### config.mk
export PLATFORM = sky130hd
export DESIGN_NAME = hazard_forward_unit
export DESIGN_NICKNAME = d
export VERILOG_FILES = /design/src/rtl/hazard_forward_unit.sv
export SDC_FILE = /design/constraint.sdc
export NUM_CORES = 1
export LEC_CHECK = 0
export CAP_MARGIN = 20
export CORE_MARGIN = 3
export CORE_UTILIZATION = 49
export DETAILED_ROUTE_END_ITERATION = 6
export MAX_ROUTING_LAYER = met4
export PLACE_DENSITY_LB_ADDON = 0.15
export SLEW_MARGIN = 20
export SYNTH_ARGS = -nofsm -noshare
export SYNTH_HDL_FRONTEND = slang
export SYNTH_SLANG_ARGS = --single-unit
### constraint.sdc
create_clock -name Clk -period 6 [get_ports Clk]
set_clock_uncertainty 0.05 [all_clocks]
set_input_delay 1.2 -clock Clk [delete_from_list [all_inputs] [get_ports Clk]]
set_output_delay 1.2 -clock Clk [all_outputs]
set_load 0.01 [all_outputs]
### src/rtl/hazard_forward_unit.sv
// Pipeline hazard unit: operand forwarding selects, load-use and HI/LO stall control, HI/LO busy tracker.
// Latency: forward selects and stall controls are combinational; BUSY/DONE/STALL_CYCLES are registered.
// Backpressure: any hazard drops PC_LE/IFID_LE and injects an ID/EX bubble until the hazard clears.
module hazard_forward_unit #(
  parameter int MULT_CYCLES = 4,
  parameter int DIV_CYCLES  = 32
) (
  input  logic        Clk,
  input  logic        Reset,
  input  logic [4:0]  ID_RS,
  input  logic [4:0]  ID_RT,
  input  logic        ID_USES_RS,
  input  logic        ID_USES_RT,
  input  logic        ID_MULDIV_START,
  input  logic        ID_MULDIV_IS_DIV,
  input  logic        ID_READS_HILO,
  input  logic [4:0]  EX_RD,
  input  logic [4:0]  MEM_RD,
  input  logic [4:0]  WB_RD,
  input  logic        EX_RF_ENABLE,
  input  logic        MEM_RF_ENABLE,
  input  logic        WB_RF_ENABLE,
  input  logic        EX_LOAD_INSTR,
  output logic        PC_LE,
  output logic        IFID_LE,
  output logic        IDEX_NOP,
  output logic [1:0]  FWD_A,
  output logic [1:0]  FWD_B,
  output logic        MULDIV_BUSY,
  output logic        MULDIV_DONE,
  output logic [15:0] STALL_CYCLES
);

  // Forward select encoding shared by both operand muxes.
  localparam logic [1:0] FWD_RF  = 2'b00;
  localparam logic [1:0] FWD_EX  = 2'b01;
  localparam logic [1:0] FWD_MEM = 2'b10;
  localparam logic [1:0] FWD_WB  = 2'b11;

  // Busy lengths truncated to the 6-bit counter; legal range is 1..63.
  localparam logic [5:0] MULT_LEN = 6'(MULT_CYCLES);
  localparam logic [5:0] DIV_LEN  = 6'(DIV_CYCLES);

  typedef enum logic {
    S_IDLE = 1'b0,
    S_BUSY = 1'b1
  } state_t;

  state_t      r_state;
  logic [5:0]  r_cnt;
  logic        r_busy;
  logic        r_done;
  logic [15:0] r_stall_cnt;

  // A source is "live" only when the instruction reads it and it is not r0.
  logic        w_rs_live;
  logic        w_rt_live;
  logic        w_ex_wr;
  logic        w_mem_wr;
  logic        w_wb_wr;
  logic [1:0]  w_fwd_a;
  logic [1:0]  w_fwd_b;
  logic        w_lu_rs;
  logic        w_lu_rt;
  logic        w_load_use;
  logic        w_hilo_haz;
  logic        w_stall;
  logic        w_accept;
  logic [5:0]  w_load_len;

  assign w_rs_live = ID_USES_RS && (ID_RS != 5'd0);
  assign w_rt_live = ID_USES_RT && (ID_RT != 5'd0);

  // A writer that targets r0 can never satisfy a live source, so no extra RD!=0 term is needed here.
  assign w_ex_wr  = EX_RF_ENABLE;
  assign w_mem_wr = MEM_RF_ENABLE;
  assign w_wb_wr  = WB_RF_ENABLE;

  // Operand A source: youngest matching writer wins (EX, then MEM, then WB).
  always_comb begin
    w_fwd_a = FWD_RF;
    if (w_rs_live) begin
      if (w_ex_wr && (EX_RD == ID_RS)) begin
        w_fwd_a = FWD_EX;
      end else if (w_mem_wr && (MEM_RD == ID_RS)) begin
        w_fwd_a = FWD_MEM;
      end else if (w_wb_wr && (WB_RD == ID_RS)) begin
        w_fwd_a = FWD_WB;
      end
    end
  end

  // Operand B source: same priority ladder against RT.
  always_comb begin
    w_fwd_b = FWD_RF;
    if (w_rt_live) begin
      if (w_ex_wr && (EX_RD == ID_RT)) begin
        w_fwd_b = FWD_EX;
      end else if (w_mem_wr && (MEM_RD == ID_RT)) begin
        w_fwd_b = FWD_MEM;
      end else if (w_wb_wr && (WB_RD == ID_RT)) begin
        w_fwd_b = FWD_WB;
      end
    end
  end

  // Load data is not available until MEM, so a load in EX feeding a live source must bubble.
  always_comb begin
    w_lu_rs    = w_rs_live && (EX_RD == ID_RS);
    w_lu_rt    = w_rt_live && (EX_RD == ID_RT);
    w_load_use = EX_LOAD_INSTR && EX_RF_ENABLE && (EX_RD != 5'd0) && (w_lu_rs || w_lu_rt);
  end

  // HI/LO is unusable while a multiply/divide is in flight, including its DONE cycle.
  assign w_hilo_haz = r_busy && (ID_READS_HILO || ID_MULDIV_START);
  assign w_stall    = w_load_use || w_hilo_haz;

  // A start is taken only from IDLE and only when ID is actually advancing this cycle.
  assign w_accept   = (r_state == S_IDLE) && ID_MULDIV_START && !w_stall;
  assign w_load_len = ID_MULDIV_IS_DIV ? DIV_LEN : MULT_LEN;

  // HI/LO tracker: load the length on accept, count down, return to IDLE after the CNT==1 cycle.
  // BUSY/DONE are registered alongside the state so they never glitch with ID inputs.
  always_ff @(posedge Clk) begin
    if (Reset) begin
      r_state <= S_IDLE;
      r_cnt   <= 6'd0;
      r_busy  <= 1'b0;
      r_done  <= 1'b0;
    end else begin
      case (r_state)
        S_IDLE: begin
          if (w_accept) begin
            r_state <= S_BUSY;
            r_cnt   <= w_load_len;
            r_busy  <= 1'b1;
            r_done  <= (w_load_len == 6'd1);
          end
        end
        S_BUSY: begin
          r_cnt <= r_cnt - 6'd1;
          if (r_cnt == 6'd1) begin
            r_state <= S_IDLE;
            r_busy  <= 1'b0;
            r_done  <= 1'b0;
          end else begin
            // Next cycle is the last one exactly when the count now reads 2.
            r_done <= (r_cnt == 6'd2);
          end
        end
        default: begin
          r_state <= S_IDLE;
          r_cnt   <= 6'd0;
          r_busy  <= 1'b0;
          r_done  <= 1'b0;
        end
      endcase
    end
  end

  // Stall-cycle statistic; sticks at all-ones instead of wrapping.
  always_ff @(posedge Clk) begin
    if (Reset) begin
      r_stall_cnt <= 16'd0;
    end else if (w_stall && (r_stall_cnt != 16'hFFFF)) begin
      r_stall_cnt <= r_stall_cnt + 16'd1;
    end
  end

  assign PC_LE        = !w_stall;
  assign IFID_LE      = !w_stall;
  assign IDEX_NOP     = w_stall;
  assign FWD_A        = w_fwd_a;
  assign FWD_B        = w_fwd_b;
  assign MULDIV_BUSY  = r_busy;
  assign MULDIV_DONE  = r_done;
  assign STALL_CYCLES = r_stall_cnt;

endmodule

==> impl_metrics.yaml, run 1 <==
run_status:
  status: "finished, final reports clean"
cts:
  numCtsBuffers: 3
  path_clk_slew_ns: 0.09
  cts_sinks: 25
  hold_buffers: 0
  cts_max_path_buffers: 2
  cts_root_buf: "clkbuf_8"
  cts_tree: "done"
  insertion_delay_ns: 0.27
  cts_setup_buffers: 0
  h-tree-depth: 1
  cts_resized: 0
critical_path:
  cp_data_arrival_time_ns: 3.71
  start_kind: "input pin"
  worst-setup-path-type: "input pin to output pin"
  worstPathMaxFanout: 12
  end_kind: "output pin"
  required_ns: 4.75
logic_synthesis:
  synthSimpleGateAreaFrac_pct: 32.2
  yosys.area_share.adder_pct: 2.78
  synth-main-ff-cell: "dfxtp_1"
  synth_compound_area_share_pct: 13.1
  yosysWarnings: 0
  synth_top_area_cell: "dfxtp_1"
  synthCells: 214
  synth.area.mux_share_pct: 4.51
  synth_top_family_by_area: "simple AND/OR/NAND/NOR gates"
  yosys-top-cells-area: "dfxtp_1 28%, xor2_1 8.3%, xnor2_1 7.3%"
  synth.avg_cell_area_um2: 8.42
  syn_area_um2: 1800
  synth_seq_cells: 25
  synth_cell_types: 49
  synth_nets: 254
  synth_top_area_share_pct: 27.8
  synth_xor_area_share_pct: 15.6
  async_flop_share_pct: 0
  synth_edf_count: 0
  yosysSeqAreaShare_pct: 27.8
timing:
  tns_ns: 0
  max_slew_margin_pct: 33.5
  rsz0062_at_grt: "false"
  final-setup-viol-count: 0
  slew_viol_final: 0
  worst_pin_slew_ns: 0.992
  fin_crit_ns: 4.96
  hold_viol: 0
  fin_crit_sh_pct: 82.7
  max_clock_freq_ghz: 0.202
placed_design:
  dp_hpwl_mm: 3.65
  port_buffers: 60
  dp_cells: 314
  gp_congestion: 0.922
floorplanning:
  die_y_um: 66.6
  core_area_um2: 3440
  rows: 21
  dieArea_um2: 4440
  io_pins: 61
  die_x_um: 66.6
  start_util_pct: 52.3
global_route:
  antenna_found_initial: 0
  grt_pass1_wl_mm: 7.80
  grt_pass1_vias: 1733
  grt_max_degree: 33
  grt.overflow.total: 0
  track_usage_pct: 23.0
power_and_ir_drop:
  vdd_drop_max_mv: 0.0986
  p_leak_nw: 0.849
  power_density_nw_per_um2: 158
route:
  dr.pass1.iters: 4
  vias: 1807
  drc: 0
  ant_nets: 0
  via_per_inst: 5.68
  wirelength_mm: 4.51
  drtIter0Drc: 126
  avgRoutedWirePerCell_um: 14.2
final_layout:
  nFillCells: 287
  final_nets: 313
  insertedDiodeCount: 0
  final_layout_size_suffix_gt1_share_pct: 8.82
  area.growth.synth_to_final_pct: 36.8
  utilization_pct: 71.6
  final_common_cell: "clkdlybuf4s50_1"
  mostFrequentLayoutCells: "59 x clkdlybuf4s50_1, 25 x dfxtp_1, 20 x nor2_1"
  fin_cells: 318
flow_run:
  max-cap-violations: 0
min_path:
  hold_class: "flip-flop to flip-flop"
[worst max-delay path, stage by stage]
cell and delay [ns]:
clkdlybuf4s50_1 0.51, or4_1 0.59, o21ai_2 0.22, nor4_2 0.10, nor3_4 0.43, inv_2 0.15, clkdlybuf4s50_1 0.51
[cell type report]
type	instances	area [um2]	area share, %
Clock buffer	4	45.0	1.83
Inverter	8	30.0	1.22
Multi-Input combinational cell	174	1230	49.8
Sequential cell	25	500	20.3
Tap cell	46	57.6	2.34
Timing Repair Buffer	61	603	24.5
[report_power, final]
part	internal [mW]	leakage [nW]	switching [mW]
Sequential	0.173	0.203	0.00812
Combinational	0.0557	0.623	0.0505
Clock	0.0475	0.0228	0.0533
Total	0.277	0.849	0.112
[metal layers]
metal,GRT usage (%),vias to the layer above,routed length (um)
met1,29.6,818,2040
met4,5.84,0,56
met3,4.72,10,291
li1,-,900,-
met5,-,-,0
met2,36.8,79,2130
[worst paths after layout]
path / start / to / slack, ns / cells after the start
max: ID_RS[1] / IDEX_NOP / 1.04 / 7
min: r_cnt[4] / r_cnt[4] / 0.44 / 2
max reg2reg: STALL_CYCLES[0] / STALL_CYCLES[13] / 3.25 / 6
min reg2reg: r_cnt[4] / r_cnt[4] / 0.44 / 2
[synth_stat cells (3+ instances only)]
| cell | n |
|---|---|
| dfxtp_1 | 25 |
| nor2_1 | 20 |
| xor2_1 | 17 |
| xnor2_1 | 15 |
| a21oi_1 | 14 |
| nand3_1 | 11 |
| nand2_1 | 9 |
| nor2b_1 | 8 |
| or4_1 | 8 |
| inv_1 | 7 |
| nor4_1 | 6 |
| nor3_1 | 5 |
| and3_1 | 4 |
| ha_1 | 4 |
| nand4_1 | 4 |
| clkbuf_1 | 3 |
| mux2_2 | 3 |
| nand2b_1 | 3 |
| o31ai_1 | 3 |
| o41ai_1 | 3 |
[kinds of logic after synthesis]
logic type / after synthesis
xor gates and xnor gates: 32
buffers and inverters: 15
DFF: 25
and+or+nand+nor: 97
AOI/OAI and AO/OA: 34
adders and majority gates: 4
muxes: 7
[sequential cells by signal (all words and copies together), names as in the netlist]
| signal | flops |
|---|---|
| r_state | 1 |
| MULDIV_BUSY | 1 |
| MULDIV_DONE | 1 |
| r_cnt | 6 |
| STALL_CYCLES | 16 |
[per-stage QoR]
stage / power [mW] / hold WS, ns / setup slack (ns) / instance area [um2]
final: 0.388 / 0.439 / 1.04 / 2460
after global placement: 0.289 / 0.411 / 1.12 / 2420
after detailed placement: 0.292 / 0.428 / 1.01 / 2420
after CTS: 0.392 / 0.442 / 1.02 / 2470
after global routing: 0.414 / 0.471 / 0.846 / 2460
after floorplan: 0.242 / 0.398 / 2.09 / 1800
Note: power is estimated with default switching activity, not from simulation.
==> run 2, diff against run 1 <==
--- a/config.mk
+++ b/config.mk
@@ -7,7 +7,7 @@
 export LEC_CHECK = 0
 export CAP_MARGIN = 20
 export CORE_MARGIN = 3
-export CORE_UTILIZATION = 49
+export CORE_UTILIZATION = 46
 export DETAILED_ROUTE_END_ITERATION = 6
 export MAX_ROUTING_LAYER = met4
 export PLACE_DENSITY_LB_ADDON = 0.15
==> constraint.sdc (replaced) <==
create_clock -name Clk -period 5.1 [get_ports Clk]
set_clock_uncertainty 0.05 [all_clocks]
set_input_delay 1.02 -clock Clk [delete_from_list [all_inputs] [get_ports Clk]]
set_output_delay 1.02 -clock Clk [all_outputs]
set_load 0.01 [all_outputs]
==> impl_metrics.yaml, run 2 (synthesis results as in run 1) <==
run_status:
  status: "finished, final reports clean"
cts:
  hold_buffers: 0
  insertion_delay_ns: 0.27
  h-tree-depth: 1
  cts_resized: 0
  cts_max_path_buffers: 2
  path_clk_slew_ns: 0.08
  cts_tree: "done"
  cts_sinks: 25
  cts_setup_buffers: 0
  cts_root_buf: "clkbuf_8"
  numCtsBuffers: 3
critical_path:
  cp_data_arrival_time_ns: 3.50
  crit_family: "buffers and inverters"
  crit_slowest_cell: "or4_1"
  end_kind: "output pin"
  worst-path-buf-inv: 3
  required_ns: 4.03
  r2r-end: "STALL_CYCLES[13]"
  worstReg2RegStart: "STALL_CYCLES[0]"
  cpMostUsedCell: "clkdlybuf4s50_1"
  rr_worst_depth: 6
  reg2reg_slack_ns: 2.31
  slowest_delay_ns: 0.58
  crit_chain: "clkdlybuf4s50_1 > or4_1 > o21ai_2 > nor4_2 > nor3_4 > inv_2 > clkdlybuf4s50_1"
  worstPathMaxFanout: 11
  worst-setup-path-type: "input pin to output pin"
  start_kind: "input pin"
power_and_ir_drop:
  power_mw: 0.455
  power_density_nw_per_um2: 184
  p_leak_nw: 0.849
  vdd_drop_max_mv: 0.104
global_route:
  track_usage_pct: 20.2
  grt_pass1_vias: 1699
  grt_max_degree: 33
  grt.overflow.total: 0
  antenna_found_initial: 0
  grt_pass1_wl_mm: 7.27
timing:
  timing.hold.ws_ns: 0.435
  hold_viol: 0
  max_clock_freq_ghz: 0.219
  tns_ns: 0
  slew_viol_final: 0
  rsz0062_at_grt: "false"
  fin_crit_ns: 4.57
  max_slew_margin_pct: 31.8
  worst_pin_slew_ns: 1.02
  fin_crit_sh_pct: 89.7
  final-setup-viol-count: 0
floorplanning:
  start_util_pct: 48.5
  die_y_um: 68.6
  io_pins: 61
  die_x_um: 68.6
  dieArea_um2: 4700
  rows: 22
  core_area_um2: 3720
flow_run:
  max-cap-violations: 0
route:
  wl_met2_mm: 2.15
  avgRoutedWirePerCell_um: 13.8
  drt-met1-wl_mm: 1.92
  drtIter0Drc: 110
  ant_nets: 0
  drc: 0
  vias: 1795
  wirelength_mm: 4.42
  met3WireLength_um: 275
  via_per_inst: 5.61
  dr.max_layer_used: "met4"
  dr.pass1.iters: 4
placed_design:
  dp_hpwl_mm: 3.57
  port_buffers: 60
  gp_congestion: 0.933
  place_area_um2: 2430
min_path:
  hold_class: "flip-flop to flip-flop"
  whs_path_depth: 2
  hold_path_end: "r_cnt[4]"
  hold_path.startpoint: "r_cnt[4]"
final_layout:
  area.growth.synth_to_final_pct: 36.9
  fin_area_um2: 2470
  final_common_cell: "clkdlybuf4s50_1"
  final_layout_size_suffix_gt1_share_pct: 8.82
  largest_register_ff_count: 16
  final_nets: 313
  insertedDiodeCount: 0
  mostFrequentLayoutCells: "59 x clkdlybuf4s50_1, 25 x dfxtp_1, 20 x nor2_1"
## run 2: stage by stage
step / cells / setup WS, ns / util [%]
after detailed placement: 316 / 0.547 / 65.3
after global routing: 320 / 0.403 / 66.4
after floorplan: 214 / 1.55 / -
after global placement: 316 / 0.607 / 65.3
final: 320 / 0.526 / 66.4
after CTS: 320 / 0.535 / 66.5
## run 2: how the worst max path moves through the flow
stage / from / endpoint / cells after the start
finish: ID_RT[1] / IDEX_NOP / 7
floorplan: EX_RD[1] / PC_LE / 7
CTS: ID_RT[1] / IDEX_NOP / 7
detailed placement: ID_RT[1] / IDEX_NOP / 7
global route: ID_RT[2] / IDEX_NOP / 7
global placement: ID_RS[1] / IDEX_NOP / 7
## run 2: per-layer routing
metal,track usage (%),vias to the layer above
met3,4.70,10
li1,-,901
met4,6.20,0
met1,24.8,817
met2,32.7,67
met5,-,-
## run 2: where the power goes
group,leakage (nW),switching (mW),internal [mW]
Sequential,0.203,0.00973,0.204
Clock,0.0228,0.0602,0.0559
Combinational,0.623,0.0593,0.0656
Total,0.849,0.129,0.325
## run 2: cell type report
class | count | area [um2]
Fill cell | 335 | 1250
Inverter | 8 | 30.0
Tap cell | 48 | 60.1
Timing Repair Buffer | 61 | 603
Multi-Input combinational cell | 174 | 1230
Sequential cell | 25 | 500
Clock buffer | 4 | 45.0
## run 2: worst reg2reg max path, cell delays in order, from the launching register on
cell and delay (ns):
dfxtp_1 0.46, ha_1 0.24, nand3_1 0.27, nor3_2 0.89, nor3_1 0.22, and4_4 0.28, mux2_4 0.28
==> run 3, diff against run 2 <==
--- a/config.mk
+++ b/config.mk
@@ -6,11 +6,13 @@
 export NUM_CORES = 1
 export LEC_CHECK = 0
 export CAP_MARGIN = 20
+export CELL_PAD_IN_SITES_DETAIL_PLACEMENT = 1
+export CELL_PAD_IN_SITES_GLOBAL_PLACEMENT = 2
 export CORE_MARGIN = 3
-export CORE_UTILIZATION = 46
+export CORE_UTILIZATION = 26
 export DETAILED_ROUTE_END_ITERATION = 6
 export MAX_ROUTING_LAYER = met4
-export PLACE_DENSITY_LB_ADDON = 0.15
+export PLACE_DENSITY_LB_ADDON = 0.25
 export SLEW_MARGIN = 20
 export SYNTH_ARGS = -nofsm -noshare
 export SYNTH_HDL_FRONTEND = slang
==> impl_metrics.yaml, run 3 (synthesis results as in run 1) <==
final_layout:
  insertedDiodeCount: 0
  area.growth.synth_to_final_pct: 40.1
  final_common_cell: "clkdlybuf4s50_1"
  utilization_pct: 38.6
  final_nets: 314
  multiInputGateArea_um2: 1230
  mostFrequentLayoutCells: "60 x clkdlybuf4s50_1, 25 x dfxtp_1, 20 x nor2_1"
  ff_latch_area_um2: 500
  final_layout_size_suffix_gt1_share_pct: 9.16
  nFillCells: 776
  largest_register_ff_count: 16
cts:
  path_clk_slew_ns: 0.09
  insertion_delay_ns: 0.28
  cts_max_path_buffers: 2
  hold_buffers: 0
  cts_root_buf: "clkbuf_8"
  cts_resized: 0
  cts_setup_buffers: 0
  cts_tree: "done"
  numCtsBuffers: 3
  h-tree-depth: 1
  cts_sinks: 25
route:
  avgRoutedWirePerCell_um: 14.8
  via_per_inst: 5.08
  drtIter0Drc: 47
  dr.pass1.iters: 4
  ant_nets: 0
  wirelength_mm: 5.20
  vias: 1778
  drc: 0
placed_design:
  place_ws_ns: 0.503
  dp_hpwl_mm: 4.20
  port_buffers: 60
  gp_congestion: 0.769
critical_path:
  slowest_delay_ns: 0.61
  r2r-end: "STALL_CYCLES[13]"
  worst-path-buf-inv: 3
  worstReg2RegStart: "STALL_CYCLES[0]"
  worst-setup-path-type: "input pin to output pin"
  start_kind: "input pin"
  reg2reg_slack_ns: 2.53
  crit_slowest_cell: "or4_1"
  crit_family: "buffers and inverters"
  rr_worst_depth: 6
  crit_chain: "clkdlybuf4s50_1 > or4_1 > o21ai_2 > nor4_2 > nor3_4 > inv_2 > clkdlybuf4s50_1"
  worstPathMaxFanout: 9
  end_kind: "output pin"
  cp_data_arrival_time_ns: 3.50
  cpMostUsedCell: "clkdlybuf4s50_1"
  required_ns: 4.03
floorplanning:
  rows: 29
  die_y_um: 89.2
  dieArea_um2: 7960
  start_util_pct: 27.6
  core_area_um2: 6530
  io_pins: 61
  die_x_um: 89.2
global_route:
  antenna_found_initial: 0
  grt_max_degree: 33
  grt_pass1_wl_mm: 8.75
  grt.overflow.total: 0
  track_usage_pct: 14.2
  grt_pass1_vias: 1768
min_path:
  hold_class: "flip-flop to flip-flop"
  whs_path_depth: 2
  hold_path.startpoint: "MULDIV_DONE"
  hold_path_end: "MULDIV_DONE"
timing:
  rsz0062_at_grt: "false"
  final-setup-viol-count: 0
  worst_slack_ns: 0.533
  tns_ns: 0
  fin_crit_sh_pct: 89.6
  worst_pin_slew_ns: 0.648
  slew_viol_final: 0
  hold_viol: 0
  timing.hold.ws_ns: 0.450
  max_slew_margin_pct: 56.6
  max_clock_freq_ghz: 0.219
  fin_crit_ns: 4.57
run_status:
  status: "finished, final reports clean"
power_and_ir_drop:
  power_density_nw_per_um2: 185
  vdd_drop_max_mv: 0.0939
  power_mw: 0.466
  p_leak_nw: 0.873
flow_run:
  max-cap-violations: 0
-- run 3: cell count changes in the layout (fill, tap and decap cells not counted), sizes merged --
cell	before	now
clkinv	0	1
clkbuf	4	3
clkdlybuf4s50	59	60
-- run 3: per-layer routing --
metal	up-vias	track usage, %	wire, um
met5	-	-	0
met4	0	2.03	29
met3	5	2.49	179
met2	37	22.4	2520
met1	835	19.4	2470
li1	901	-	-
-- run 3: how the worst max path moves through the flow --
stage	to	start	cells past startpoint	slack [ns]
after floorplan	PC_LE	EX_RD[1]	7	1.55
final	IDEX_NOP	ID_RS[1]	7	0.53
after CTS	IDEX_NOP	ID_RS[1]	7	0.51
after global placement	IDEX_NOP	ID_RS[1]	7	0.52
after detailed placement	IDEX_NOP	ID_RS[1]	7	0.50
after global routing	IDEX_NOP	ID_RS[1]	7	0.34
-- run 3: layout make-up --
type | instances | share of cell area (%)
multi-input combinational | 174 | 48.9
timing repair buffer | 62 | 24.4
sequential | 25 | 19.8
tap | 77 | 3.82
clock buffer | 3 | 1.64
inverter | 8 | 1.19
clock inverter | 1 | 0.198
-- run 3: worst register-to-register path: stages (launching register included) --
cell     delay [ns]
dfxtp_1        0.46
ha_1           0.26
nand3_1        0.30
nor3_4         0.65
nor3_1         0.22
and4_4         0.25
mux2_4         0.28
-- run 3: power by group --
part / switching (mW) / internal [mW]
combinational: 0.0612 / 0.0665
sequential: 0.00996 / 0.204
clock: 0.0694 / 0.0548
total: 0.141 / 0.325
-- run 3: metrics by stage --
| stage | cells | cell area [um2] |
|---|---|---|
| final | 350 | 2520 |
| after detailed placement | 346 | 2470 |
| after floorplan | 214 | 1800 |
| after global placement | 346 | 2470 |
| after global routing | 350 | 2520 |
| after CTS | 350 | 2520 |
